[src/rtl/shake_pkg.sv]
// Shared types and constants for the SHAKE core controllers.
// rate_words() gives the last lane index of a squeeze block for the chosen mode.
package shake_pkg;

    localparam int NUM_ROUNDS     = 24;
    localparam int RATE_WORDS_128 = 21;
    localparam int RATE_WORDS_256 = 17;
    localparam int ROUND_W        = 5;

    typedef enum logic [2:0] {
        CLEAR,
        WAIT_BLOCK,
        ABSORB,
        PERMUTE,
        SQUEEZE
    } state_t;

    typedef enum logic {
        SHAKE128 = 1'b0,
        SHAKE256 = 1'b1
    } mode_t;

    function automatic logic [ROUND_W-1:0] rate_words(input mode_t mode);
        if (mode == SHAKE256) begin
            return ROUND_W'(RATE_WORDS_256 - 1);
        end
        return ROUND_W'(RATE_WORDS_128 - 1);
    endfunction

endpackage

[src/rtl/keccak_round_counter.sv]
// Round counter for Keccak-f: steps once per enabled cycle and wraps to 0 after
// the final round, so it rests at 0 whenever no permutation is running.
module keccak_round_counter
    import shake_pkg::*;
(
    input  logic               clk,
    input  logic               rst,
    input  logic               en,
    input  logic               clr,
    output logic [ROUND_W-1:0] round_idx,
    output logic               last_round
);

    logic [ROUND_W-1:0] round_idx_reg;

    assign last_round = (round_idx_reg == ROUND_W'(NUM_ROUNDS - 1));
    assign round_idx  = round_idx_reg;

    always_ff @(posedge clk or posedge rst) begin
        if (rst) begin
            round_idx_reg <= '0;
        end else if (clr) begin
            round_idx_reg <= '0;
        end else if (en) begin
            round_idx_reg <= last_round ? '0 : round_idx_reg + 1'b1;
        end
    end

endmodule

[src/rtl/permute_squeeze_fsm.sv]
// Absorb/permute/squeeze sequencer of the SHAKE core. Drives only control strobes;
// the Keccak state, round function and output lane mux live in the datapath.
module permute_squeeze_fsm
    import shake_pkg::*;
#(
    parameter int OUT_LEN_W = 32
) (
    input  logic                 clk,
    input  logic                 rst,
    input  logic                 mode_i,
    input  logic [OUT_LEN_W-1:0] output_len_i,
    input  logic                 input_buffer_ready_wr,
    input  logic                 last_block_in_buffer_wr,
    output logic                 input_buffer_consumed,
    output logic                 state_clear,
    output logic                 absorb_enable,
    output logic                 round_enable,
    output logic [ROUND_W-1:0]   round_idx,
    output logic [ROUND_W-1:0]   out_word_idx,
    output logic                 valid_o,
    input  logic                 ready_i,
    output logic                 last_o,
    output logic                 done
);

    state_t               state_reg, state_next;
    mode_t                mode_reg, mode_next;
    logic [OUT_LEN_W-1:0] words_left_reg, words_left_next;
    logic [ROUND_W-1:0]   out_word_idx_reg, out_word_idx_next;
    logic                 first_blk_reg, first_blk_next;
    logic                 is_last_reg, is_last_next;
    logic                 sq_perm_reg, sq_perm_next;
    logic                 done_pend_reg, done_pend_next;
    logic                 last_round;
    logic                 last_word;

    keccak_round_counter u_round_counter (
        .clk        (clk),
        .rst        (rst),
        .en         (round_enable),
        .clr        (state_reg != PERMUTE),
        .round_idx  (round_idx),
        .last_round (last_round)
    );

    assign last_word = (words_left_reg == OUT_LEN_W'(1));

    always_ff @(posedge clk or posedge rst) begin
        if (rst) begin
            state_reg        <= CLEAR;
            mode_reg         <= SHAKE128;
            words_left_reg   <= '0;
            out_word_idx_reg <= '0;
            first_blk_reg    <= 1'b0;
            is_last_reg      <= 1'b0;
            sq_perm_reg      <= 1'b0;
            done_pend_reg    <= 1'b0;
        end else begin
            state_reg        <= state_next;
            mode_reg         <= mode_next;
            words_left_reg   <= words_left_next;
            out_word_idx_reg <= out_word_idx_next;
            first_blk_reg    <= first_blk_next;
            is_last_reg      <= is_last_next;
            sq_perm_reg      <= sq_perm_next;
            done_pend_reg    <= done_pend_next;
        end
    end

    always_comb begin
        state_next        = state_reg;
        mode_next         = mode_reg;
        words_left_next   = words_left_reg;
        out_word_idx_next = out_word_idx_reg;
        first_blk_next    = first_blk_reg;
        is_last_next      = is_last_reg;
        sq_perm_next      = sq_perm_reg;
        done_pend_next    = done_pend_reg;

        state_clear           = 1'b0;
        absorb_enable         = 1'b0;
        input_buffer_consumed = 1'b0;
        round_enable          = 1'b0;
        valid_o               = 1'b0;
        last_o                = 1'b0;
        done                  = 1'b0;

        case (state_reg)
            CLEAR: begin
                state_clear    = 1'b1;
                done           = done_pend_reg;
                done_pend_next = 1'b0;
                first_blk_next = 1'b1;
                state_next     = WAIT_BLOCK;
            end
            WAIT_BLOCK: begin
                if (input_buffer_ready_wr) begin
                    state_next = ABSORB;
                end
            end
            ABSORB: begin
                absorb_enable         = 1'b1;
                input_buffer_consumed = 1'b1;
                is_last_next          = last_block_in_buffer_wr;
                // Mode and length belong to the message, so only its first block sets them.
                if (first_blk_reg) begin
                    mode_next       = mode_t'(mode_i);
                    words_left_next = output_len_i;
                    first_blk_next  = 1'b0;
                end
                sq_perm_next = 1'b0;
                state_next   = PERMUTE;
            end
            PERMUTE: begin
                round_enable = 1'b1;
                if (last_round) begin
                    if (is_last_reg || sq_perm_reg) begin
                        if (words_left_reg == '0) begin
                            done_pend_next = 1'b1;
                            state_next     = CLEAR;
                        end else begin
                            out_word_idx_next = '0;
                            state_next        = SQUEEZE;
                        end
                    end else begin
                        state_next = WAIT_BLOCK;
                    end
                end
            end
            SQUEEZE: begin
                valid_o = 1'b1;
                last_o  = last_word;
                if (ready_i) begin
                    if (words_left_reg != '0) begin
                        words_left_next = words_left_reg - 1'b1;
                    end
                    out_word_idx_next = out_word_idx_reg + 1'b1;
                    // Finishing the message wins over running out of rate lanes.
                    if (last_word) begin
                        done_pend_next = 1'b1;
                        state_next     = CLEAR;
                    end else if (out_word_idx_reg == rate_words(mode_reg)) begin
                        sq_perm_next      = 1'b1;
                        out_word_idx_next = '0;
                        state_next        = PERMUTE;
                    end
                end
            end
            default: begin
                state_next = CLEAR;
            end
        endcase
    end

    assign out_word_idx = out_word_idx_reg;

endmodule

[config.mk]
export PLATFORM = sky130hd
export DESIGN_NAME = permute_squeeze_fsm
export DESIGN_NICKNAME = d
export VERILOG_FILES = /design/src/rtl/shake_pkg.sv /design/src/rtl/keccak_round_counter.sv /design/src/rtl/permute_squeeze_fsm.sv
export SDC_FILE = /design/constraint.sdc
export NUM_CORES = 1
export LEC_CHECK = 0
export CORE_MARGIN = 2
export CORE_UTILIZATION = 35
export DETAILED_ROUTE_END_ITERATION = 10
export GPL_ROUTABILITY_DRIVEN = 0
export PLACE_DENSITY_LB_ADDON = 0.12
export SYNTH_ARGS = -nofsm -noshare
export SYNTH_HDL_FRONTEND = slang
export SYNTH_SLANG_ARGS = --single-unit
[constraint.sdc]
create_clock -name clk -period 3.96 [get_ports clk]
set_input_delay 0.792 -clock clk [delete_from_list [all_inputs] [get_ports clk]]
set_output_delay 0.792 -clock clk [all_outputs]
set_load 0.02 [all_outputs]
==> run_results.csv, run 1 <==
group,metric,value,unit
run_status,status,"finished clean",
sta,fin_skew,0.0164,ns
grt,grt_max_degree,51,
setup_path,worstPathRequired,3.17,ns
pwr,p_leak,1.47,nW
route,drtAntennaViolNets,0,
floorplanning,fp.dieW,97.3,um
floorplanning,rows,34,
sta,timing.slew.headroom,46.0,%
clock_network,path_clk_slew,0.10,ns
final_layout,layout.nets,448,
logic_synthesis,yosysSeqAreaShare,41.1,%
sta,finalCritPeriodShare,93.2,%
route,viasPerCell,5.62,
setup_path,path_depth,5,
clock_network,clock_latency,0.31,ns
sta,clock.fmax,271,MHz
logic_synthesis,syn_inst,358,
floorplanning,start_util,35.4,%
logic_synthesis,async_reset_ff_share,100,%
setup_path,worstPathCellList,"or4_4 -> nor4_4 -> nand2_1 -> nor3_1 -> clkdlybuf4s50_1",
logic_synthesis,ys.warnings.count,0,
floorplanning,ios,55,
floorplanning,core_region_area,8590,um^2
setup_path,crit_fanout,7,
sta,hold_violations,0,
place,dp_hpwl,5550,um
logic_synthesis,synth_top_flop_cell,"dfrtp_1",
sta,tightestPinTransition,0.802,ns
pwr,power_density,617,nW/um^2
grt,antenna_found_initial,0,
final_layout,layout_common_cells,"clkdlybuf4s50_1 (54), dfrtp_1 (50), o21ai_0 (38), nor2_1 (35), a21oi_1 (35)",
setup_path,critical_path_class,"reg -> out",
final_layout,syn_to_final_growth,24.0,%
clock_network,cts_buffers,5,
setup_path,startpoint_type,"flip-flop",
clock_network,cts_resized,0,
grt,grt_pass1_wl,13200,um
setup_path,worstReg2RegStart,"state_reg[2]",
pwr,vdd_drop_max,0.274,mV
final_layout,multi_input_area,1630,um^2
route,first_pass_iters,4,
place,io_buffers,54,
route,wl_per_cell,15.4,um
logic_synthesis,synth_edf_count,0,
pwr,power.total,2.33,mW
hold_path,worstHoldPathType,"reg -> reg",
setup_path,cpLargestDelayFamily,"simple AND/OR/NAND/NOR gates",
setup_path,worstSetupEndpoint,"last_o",
sta,setup_violations,0,
logic_synthesis,synth_cell_type_count,57,
route,routed_wl,7930,um
setup_path,worstRegToRegCells,7,
grt,grt_pass1_vias,2748,
setup_path,slowest_stage,"clkdlybuf4s50_1",
floorplanning,die-area,9460,um^2
setup_path,end_kind,"output pin",
clock_network,cts_hold_buf,0,
sta,rsz0062_at_grt,"no",
setup_path,cp-startpoint,"words_left_reg[16]",
sta,whs,0.501,ns
final_layout,drive_above_1_share,7.39,%
clock_network,cts-htree-levels,2,
floorplanning,die_h,97.3,um
setup_path,r2r_end,"state_reg[2]",
route,drc,0,
clock_network,cts_setup_buffers,0,
final_layout,layout_commonest_cell,"clkdlybuf4s50_1",
grt,globalRouteOverflowTotal,0,
flow_run,maxCapViolCount,0,
final_layout,utilization,43.9,%
sta,drv_slew,0,
setup_path,slowest_delay,0.67,ns
logic_synthesis,syn_area,3050,um^2
sta,tns,0,ns
clock_network,cts_tree,"built",
clock_network,root_buffer,"clkbuf_8",
grt,grt_use_total,16.7,%
final_layout,register_area,1250,um^2
logic_synthesis,synth_seq_cells,50,
sta,final.min_clock_period,3.69,ns
clock_network,cts_buffer_depth,2,
logic_synthesis,syn_area_per_cell,8.51,um^2
logic_synthesis,syn-num-nets,401,
setup_path,path_buf_inv,1,
route,drtIter0Drc,178,
setup_path,crit_arrival,2.90,ns
final_layout,fin_cells,514,
clock_network,cts_sinks,50,
final_layout,largest_reg_flops,32,
final_layout,fillers,840,
final_layout,antenna_cells,0,
place,dp.cells,506,
setup_path,r2r_slack,1.08,ns
route,via_count,2887,
-- layout make-up --
cell class                      instances  share of cell area [%]
Multi-Input combinational cell        273                    43.3
Clock buffer                            8                    2.92
Sequential cell                        50                    33.1
Inverter                               14                    1.39
Tap cell                              108                    3.58
Timing Repair Buffer                   61                    15.7
-- Yosys cell counts (2+ instances only) --
cell       number  area, um^2
nand4b_1        2        17.5
a41o_1          2        20.0
inv_1          14        52.6
a221o_1         2        20.0
xnor2_1         2        17.5
nor3_1         16        80.1
o32ai_1         2        17.5
nor4_2          2        25.0
mux2_2          3        33.8
a22oi_1         6        45.0
o2bb2ai_1       4        35.0
nand4_1         3        18.8
o21ai_0        38         190
and2_1          5        31.3
a2bb2oi_1       2        17.5
a31oi_1         9        56.3
nor4_1          5        31.3
o211ai_1        2        15.0
nor2_1         35         131
a21oi_1        35         175
clkbuf_1        6        22.5
or4_1           3        22.5
nand2b_1        3        18.8
buf_1           3        11.3
o21a_1          3        22.5
nand2_1        33         124
dfrtp_1        50        1250
a22o_1          4        35.0
o41ai_1         2        17.5
nor2b_1         2        12.5
o22ai_1         2        12.5
o22a_1          5        43.8
buf_6           2        22.5
o21ai_2         2        17.5
buf_2           9        45.0
ha_1            5        62.6
and3_1          4        25.0
nand3_1        12        60.1
-- kinds of logic after synthesis --
group	count (synthesis)	share of synthesized area (%)
muxes	3	1.11
buffers and inverters	35	5.30
DFF	50	41.1
xor gates and xnor gates	3	0.863
adders and majority gates	5	2.05
AOI/OAI and AO/OA	128	27.0
and+or+nand+nor	134	22.6
-- stage by stage --
stage          cell area, um^2  setup slack (ns)
2_1_floorplan             3050              1.13
3_3_place_gp              3660             0.637
3_5_place_dp              3660             0.603
4_1_cts                   3770             0.265
5_1_grt                   3770            0.0457
6_report                  3770             0.268
-- how the worst min path moves through the flow --
stage,startpoint,end,cells past startpoint
detailed placement,u_round_counter.round_idx[0],u_round_counter.round_idx[0],1
floorplan,sq_perm_reg,sq_perm_reg,2
global placement,sq_perm_reg,sq_perm_reg,2
finish,u_round_counter.round_idx[0],u_round_counter.round_idx[0],1
global route,u_round_counter.round_idx[0],u_round_counter.round_idx[0],1
CTS,u_round_counter.round_idx[0],u_round_counter.round_idx[0],1
-- report_power, final --
group          switching, mW  internal [mW]
Combinational          0.535          0.444
Clock                  0.175          0.177
Sequential             0.262          0.739
-- metal layers --
metal  vias to the layer above  wire [um]  global-route usage [%]
li1                       1417          -                       -
met1                      1389       3740                    22.6
met2                        72       3740                    27.9
met3                         9        329                    2.81
met4                         0        119                    4.27
met5                         -          0                       0
No activity file was read; power rests on OpenSTA's default activity.
==> run 2: changes to the inputs <==
CORE_UTILIZATION = 45   (was 35)
==> run 2 against run 1 <==
Effect of this change:
- setup slack worse by 0.051 ns
- critical path depth unchanged
- largest cell class unchanged
- utilization rose by 13 points
- global-route usage grew 3.8 points
- highest routed layer unchanged
- routed wire length is 7.3% lower
- sequential cell count unchanged
==> run_results.csv, run 2 (same netlist as run 1, synthesis figures left out) <==
group,metric,value,unit
clock_network,clock_latency,0.32,ns
final_layout,layout_commonest_cell,"clkdlybuf4s50_1",
setup_path,crit_arrival,2.95,ns
grt,globalRouteOverflowTotal,0,
route,viasPerCell,5.93,
route,drc,0,
clock_network,root_buffer,"clkbuf_8",
grt,antenna_found_initial,0,
sta,finalCritPeriodShare,94.5,%
hold_path,worstHoldPathType,"reg -> reg",
sta,final.min_clock_period,3.74,ns
floorplanning,ios,55,
place,placed_cell_area,3600,um^2
sta,drv_slew,0,
final_layout,syn_to_final_growth,21.4,%
final_layout,antenna_cells,0,
final_layout,largest_reg_flops,32,
setup_path,worstRegToRegCells,7,
floorplanning,die_h,86.3,um
setup_path,startpoint_type,"flip-flop",
hold_path,min_from,"u_round_counter.round_idx[0]",
run_status,status,"finished clean",
route,via_count,2845,
clock_network,cts_resized,0,
setup_path,r2r_end,"state_reg[2]",
setup_path,worstPathCellList,"or4_4 -> nor4_4 -> nand2_1 -> nor3_1 -> clkdlybuf4s50_1",
setup_path,cpLargestDelayFamily,"simple AND/OR/NAND/NOR gates",
pwr,p_leak,1.44,nW
pwr,vdd_drop_max,0.379,mV
setup_path,crit_fanout,7,
floorplanning,core_region_area,6460,um^2
floorplanning,fp.dieW,86.3,um
place,dp_hpwl,5000,um
sta,clock.fmax,267,MHz
pwr,power_density,618,nW/um^2
setup_path,worstReg2RegStart,"state_reg[0]",
hold_path,min_to,"u_round_counter.round_idx[0]",
setup_path,worstPathRequired,3.17,ns
floorplanning,rows,29,
grt,globalRouteMet3Util,3.05,%
setup_path,end_kind,"output pin",
sta,setup_violations,0,
final_layout,fillers,597,
flow_run,maxCapViolCount,0,
sta,timing.slew.headroom,29.5,%
clock_network,cts-htree-levels,2,
grt,grt-busiest-layer,"met2",
setup_path,r2r_slack,0.97,ns
setup_path,slowest_stage,"clkdlybuf4s50_1",
sta,fin_skew,0.00972,ns
route,routed_wl,7350,um
route,wl_per_cell,15.3,um
setup_path,path_buf_inv,1,
pwr,power.total,2.29,mW
grt,grt_use_met2,35.0,%
sta,tns,0,ns
clock_network,path_clk_slew,0.10,ns
setup_path,slowest_delay,0.67,ns
clock_network,cts_buffer_depth,2,
setup_path,critical_path_class,"reg -> out",
final_layout,layout.nets,445,
clock_network,cts_setup_buffers,0,
grt,grtUsageMet1,26.6,%
grt,grt_pass1_wl,12300,um
floorplanning,start_util,47.2,%
route,drtIter0Drc,168,
floorplanning,die-area,7440,um^2
sta,rsz0062_at_grt,"no",
grt,grt_pass1_vias,2679,
sta,tightestPinTransition,1.06,ns
clock_network,cts_hold_buf,0,
final_layout,layout_common_cells,"clkdlybuf4s50_1 (54), dfrtp_1 (50), o21ai_0 (38), nor2_1 (35), a21oi_1 (35)",
final_layout,drive_above_1_share,6.70,%
place,io_buffers,54,
grt,grt_use_total,20.5,%
clock_network,cts_sinks,50,
hold_path,holdPathStages,1,
final_layout,final_area,3700,um^2
grt,grt_max_degree,51,
sta,hold_violations,0,
route,drtAntennaViolNets,0,
clock_network,cts_buffers,5,
clock_network,cts_tree,"built",
route,first_pass_iters,4,
run 2: cell type report:
| type | count | area (um^2) | share of cell area (%) |
|---|---|---|---|
| multi-input cells | 273 | 1630 | 44.1 |
| flip-flops and latches | 50 | 1250 | 33.8 |
| well taps | 77 | 96.3 | 2.60 |
| inverters | 14 | 52.6 | 1.42 |
| clock buffers | 6 | 82.6 | 2.23 |
| repair buffers | 58 | 571 | 15.4 |
| clock inverters | 2 | 12.5 | 0.338 |
run 2: how the worst max path moves through the flow:
stage	from	end	slack (ns)	cells past startpoint
floorplan	words_left_reg[16]	last_o	1.13	4
global placement	words_left_reg[23]	last_o	0.65	5
detailed placement	words_left_reg[16]	last_o	0.58	5
CTS	words_left_reg[16]	last_o	0.22	5
global route	words_left_reg[16]	last_o	0.1	5
finish	words_left_reg[16]	last_o	0.22	5
run 2: stage by stage:
step	utilization, %	hold slack, ns	cells	worst slack, ns
final	57.3	0.491	480	0.217
after global routing	57.3	0.511	480	0.0978
after global placement	55.8	0.476	472	0.652
after detailed placement	55.8	0.487	472	0.585
after CTS	57.3	0.500	480	0.222
after floorplan	-	0.456	358	1.13
run 2: per-layer routing:
metal,vias to the layer above,share of wire (%)
li1,1410,-
met1,1350,46
met2,75,47
met3,10,4.6
met4,0,1.5
met5,-,0
run 2: where the power goes:
part | switching (mW) | leakage (nW) | internal, mW
Combinational | 0.521 | 0.787 | 0.438
Sequential | 0.263 | 0.611 | 0.739
Clock | 0.185 | 0.0472 | 0.141
Total | 0.969 | 1.44 | 1.32
==> run 3: changes to the inputs <==
SETUP_SLACK_MARGIN = 0.2   (was default)
==> run 3 against run 2 <==
Effect of this change:
- utilization rose by 0.16 points
- clock skew fell by 0.0014 ns
- critical path depth did not move
- cell area rose by 0.27%
- hold slack barely moved
- maximum frequency rose by 15%
- clock power barely moved
- via count rose by 0.46%
- power barely moved
- global-route usage did not move
- critical endpoint unchanged
- largest power group unchanged
- highest routed layer unchanged
==> run_results.csv, run 3 (same netlist as run 1, synthesis figures left out) <==
group,metric,value,unit
sta,drv_slew,0,
hold_path,worstHoldPathType,"reg -> reg",
clock_network,cts_hold_buf,0,
sta,final.min_clock_period,3.25,ns
floorplanning,fp.dieW,86.3,um
clock_network,cts_sinks,50,
sta,setup_violations,0,
sta,tightestPinTransition,1.06,ns
final_layout,fillers,598,
sta,clock.fmax,308,MHz
final_layout,layout_common_cells,"clkdlybuf4s50_1 (53), dfrtp_1 (50), o21ai_0 (38), nor2_1 (35), a21oi_1 (35)",
floorplanning,ios,55,
final_layout,register_area,1250,um^2
setup_path,slowest_delay,0.64,ns
sta,timing.slew.headroom,29.0,%
floorplanning,die-area,7440,um^2
place,io_buffers,54,
route,wl_per_cell,15.2,um
clock_network,cts-htree-levels,2,
pwr,power_density,617,nW/um^2
grt,grt_pass1_vias,2679,
run_status,status,"finished clean",
sta,worst_slack,0.714,ns
setup_path,end_kind,"output pin",
sta,rsz0062_at_grt,"no",
setup_path,slowest_stage,"or4_1",
clock_network,root_buffer,"clkbuf_8",
route,routed_wl,7330,um
final_layout,drive_above_1_share,6.93,%
setup_path,critical_path_class,"reg -> out",
sta,finalCritPeriodShare,82.0,%
place,dp_hpwl,5000,um
final_layout,antenna_cells,0,
sta,whs,0.492,ns
setup_path,worstPathRequired,3.17,ns
clock_network,path_clk_slew,0.09,ns
clock_network,cts_tree,"built",
route,first_pass_iters,4,
setup_path,worstPathCellList,"or4_1 -> nor4_4 -> nand2_1 -> nor3_1 -> dlymetal6s2s_1",
grt,grt_max_degree,51,
route,drtIter0Drc,159,
route,drc,0,
grt,grt_pass1_wl,12300,um
sta,fin_skew,0.00836,ns
clock_network,clock_latency,0.32,ns
route,drtAntennaViolNets,0,
final_layout,largest_reg_flops,32,
setup_path,startpoint_type,"flip-flop",
pwr,p_leak,1.47,nW
floorplanning,core_region_area,6460,um^2
final_layout,layout.nets,446,
route,via_count,2858,
sta,tns,0,ns
pwr,vdd_drop_max,0.381,mV
setup_path,crit_arrival,2.45,ns
floorplanning,start_util,47.2,%
final_layout,multi_input_area,1630,um^2
floorplanning,rows,29,
grt,globalRouteOverflowTotal,0,
floorplanning,die_h,86.3,um
route,viasPerCell,5.94,
clock_network,cts_buffer_depth,2,
clock_network,cts_buffers,5,
final_layout,layout_commonest_cell,"clkdlybuf4s50_1",
final_layout,utilization,57.4,%
grt,antenna_found_initial,0,
grt,grt_use_total,20.5,%
place,post-place-ws,0.585,ns
sta,hold_violations,0,
setup_path,crit_fanout,5,
flow_run,maxCapViolCount,0,
final_layout,syn_to_final_growth,21.8,%
==> run 3: cell types whose count changed in the layout (fill, tap and decap cells not counted) <==
cell / previous run / this run
dlymetal6s2s_1: 0 / 1
clkdlybuf4s50_1: 54 / 53
buf_4: 4 / 5
==> run 3: final timing paths <==
check                           slack [ns]                      endpoint  cells past startpoint                    startpoint
max in group asynchronous             2.25            words_left_reg[27]                      2                           rst
worst min-delay path                  0.49  u_round_counter.round_idx[0]                      1  u_round_counter.round_idx[0]
min in group asynchronous             1.04               out_word_idx[0]                      2                           rst
worst max register to register        0.98                  state_reg[2]                      7                  state_reg[0]
worst max-delay path                  0.71                        last_o                      5            words_left_reg[23]
worst min register to register        0.49  u_round_counter.round_idx[0]                      1  u_round_counter.round_idx[0]
==> run 3: area by class of cell <==
cell class | instances | share of cell area (%)
sequential | 50 | 33.7
clock buffer | 6 | 2.23
clock inverter | 2 | 0.337
inverter | 14 | 1.42
timing repair buffer | 59 | 15.7
tap | 77 | 2.60
multi-input combinational | 273 | 44.0
==> run 3: what timing repair did <==
action / in CTS / in global routing
buffers inserted: 0 / 1
setup endpoints to repair: 0 / 1
gates resized for setup: 0 / 1
==> run 3: layer usage <==
metal  routed length [um]  track usage [%]  part of all wire, %
met5                    0                0                    0
met2                 3480             35.0                   48
met1                 3380             26.6                   46
met3                  347             3.05                  4.7
met4                  116             7.53                  1.6
==> run 3: worst max-delay path, delay by kind of cell, from the launching register on <==
family	cells	cell delay, ns
buffers and inverters	1	0.28
flip-flops	1	0.43
AND/OR/NAND/NOR	4	1.43
==> run 3: where the power goes <==
group          internal, mW  switching, mW  total [mW]
sequential            0.739          0.263        1.00
clock                 0.141          0.185       0.325
combinational         0.438          0.521       0.959
==> run 3: metrics by stage <==
| step | instances | total power [mW] | cell area [um^2] |
|---|---|---|---|
| finish | 481 | 2.29 | 3710 |
| global route | 481 | 2.46 | 3710 |
| CTS | 480 | 2.30 | 3700 |
| detailed placement | 472 | 1.97 | 3600 |
| global placement | 472 | 1.94 | 3600 |
| floorplan | 358 | 1.66 | 3050 |
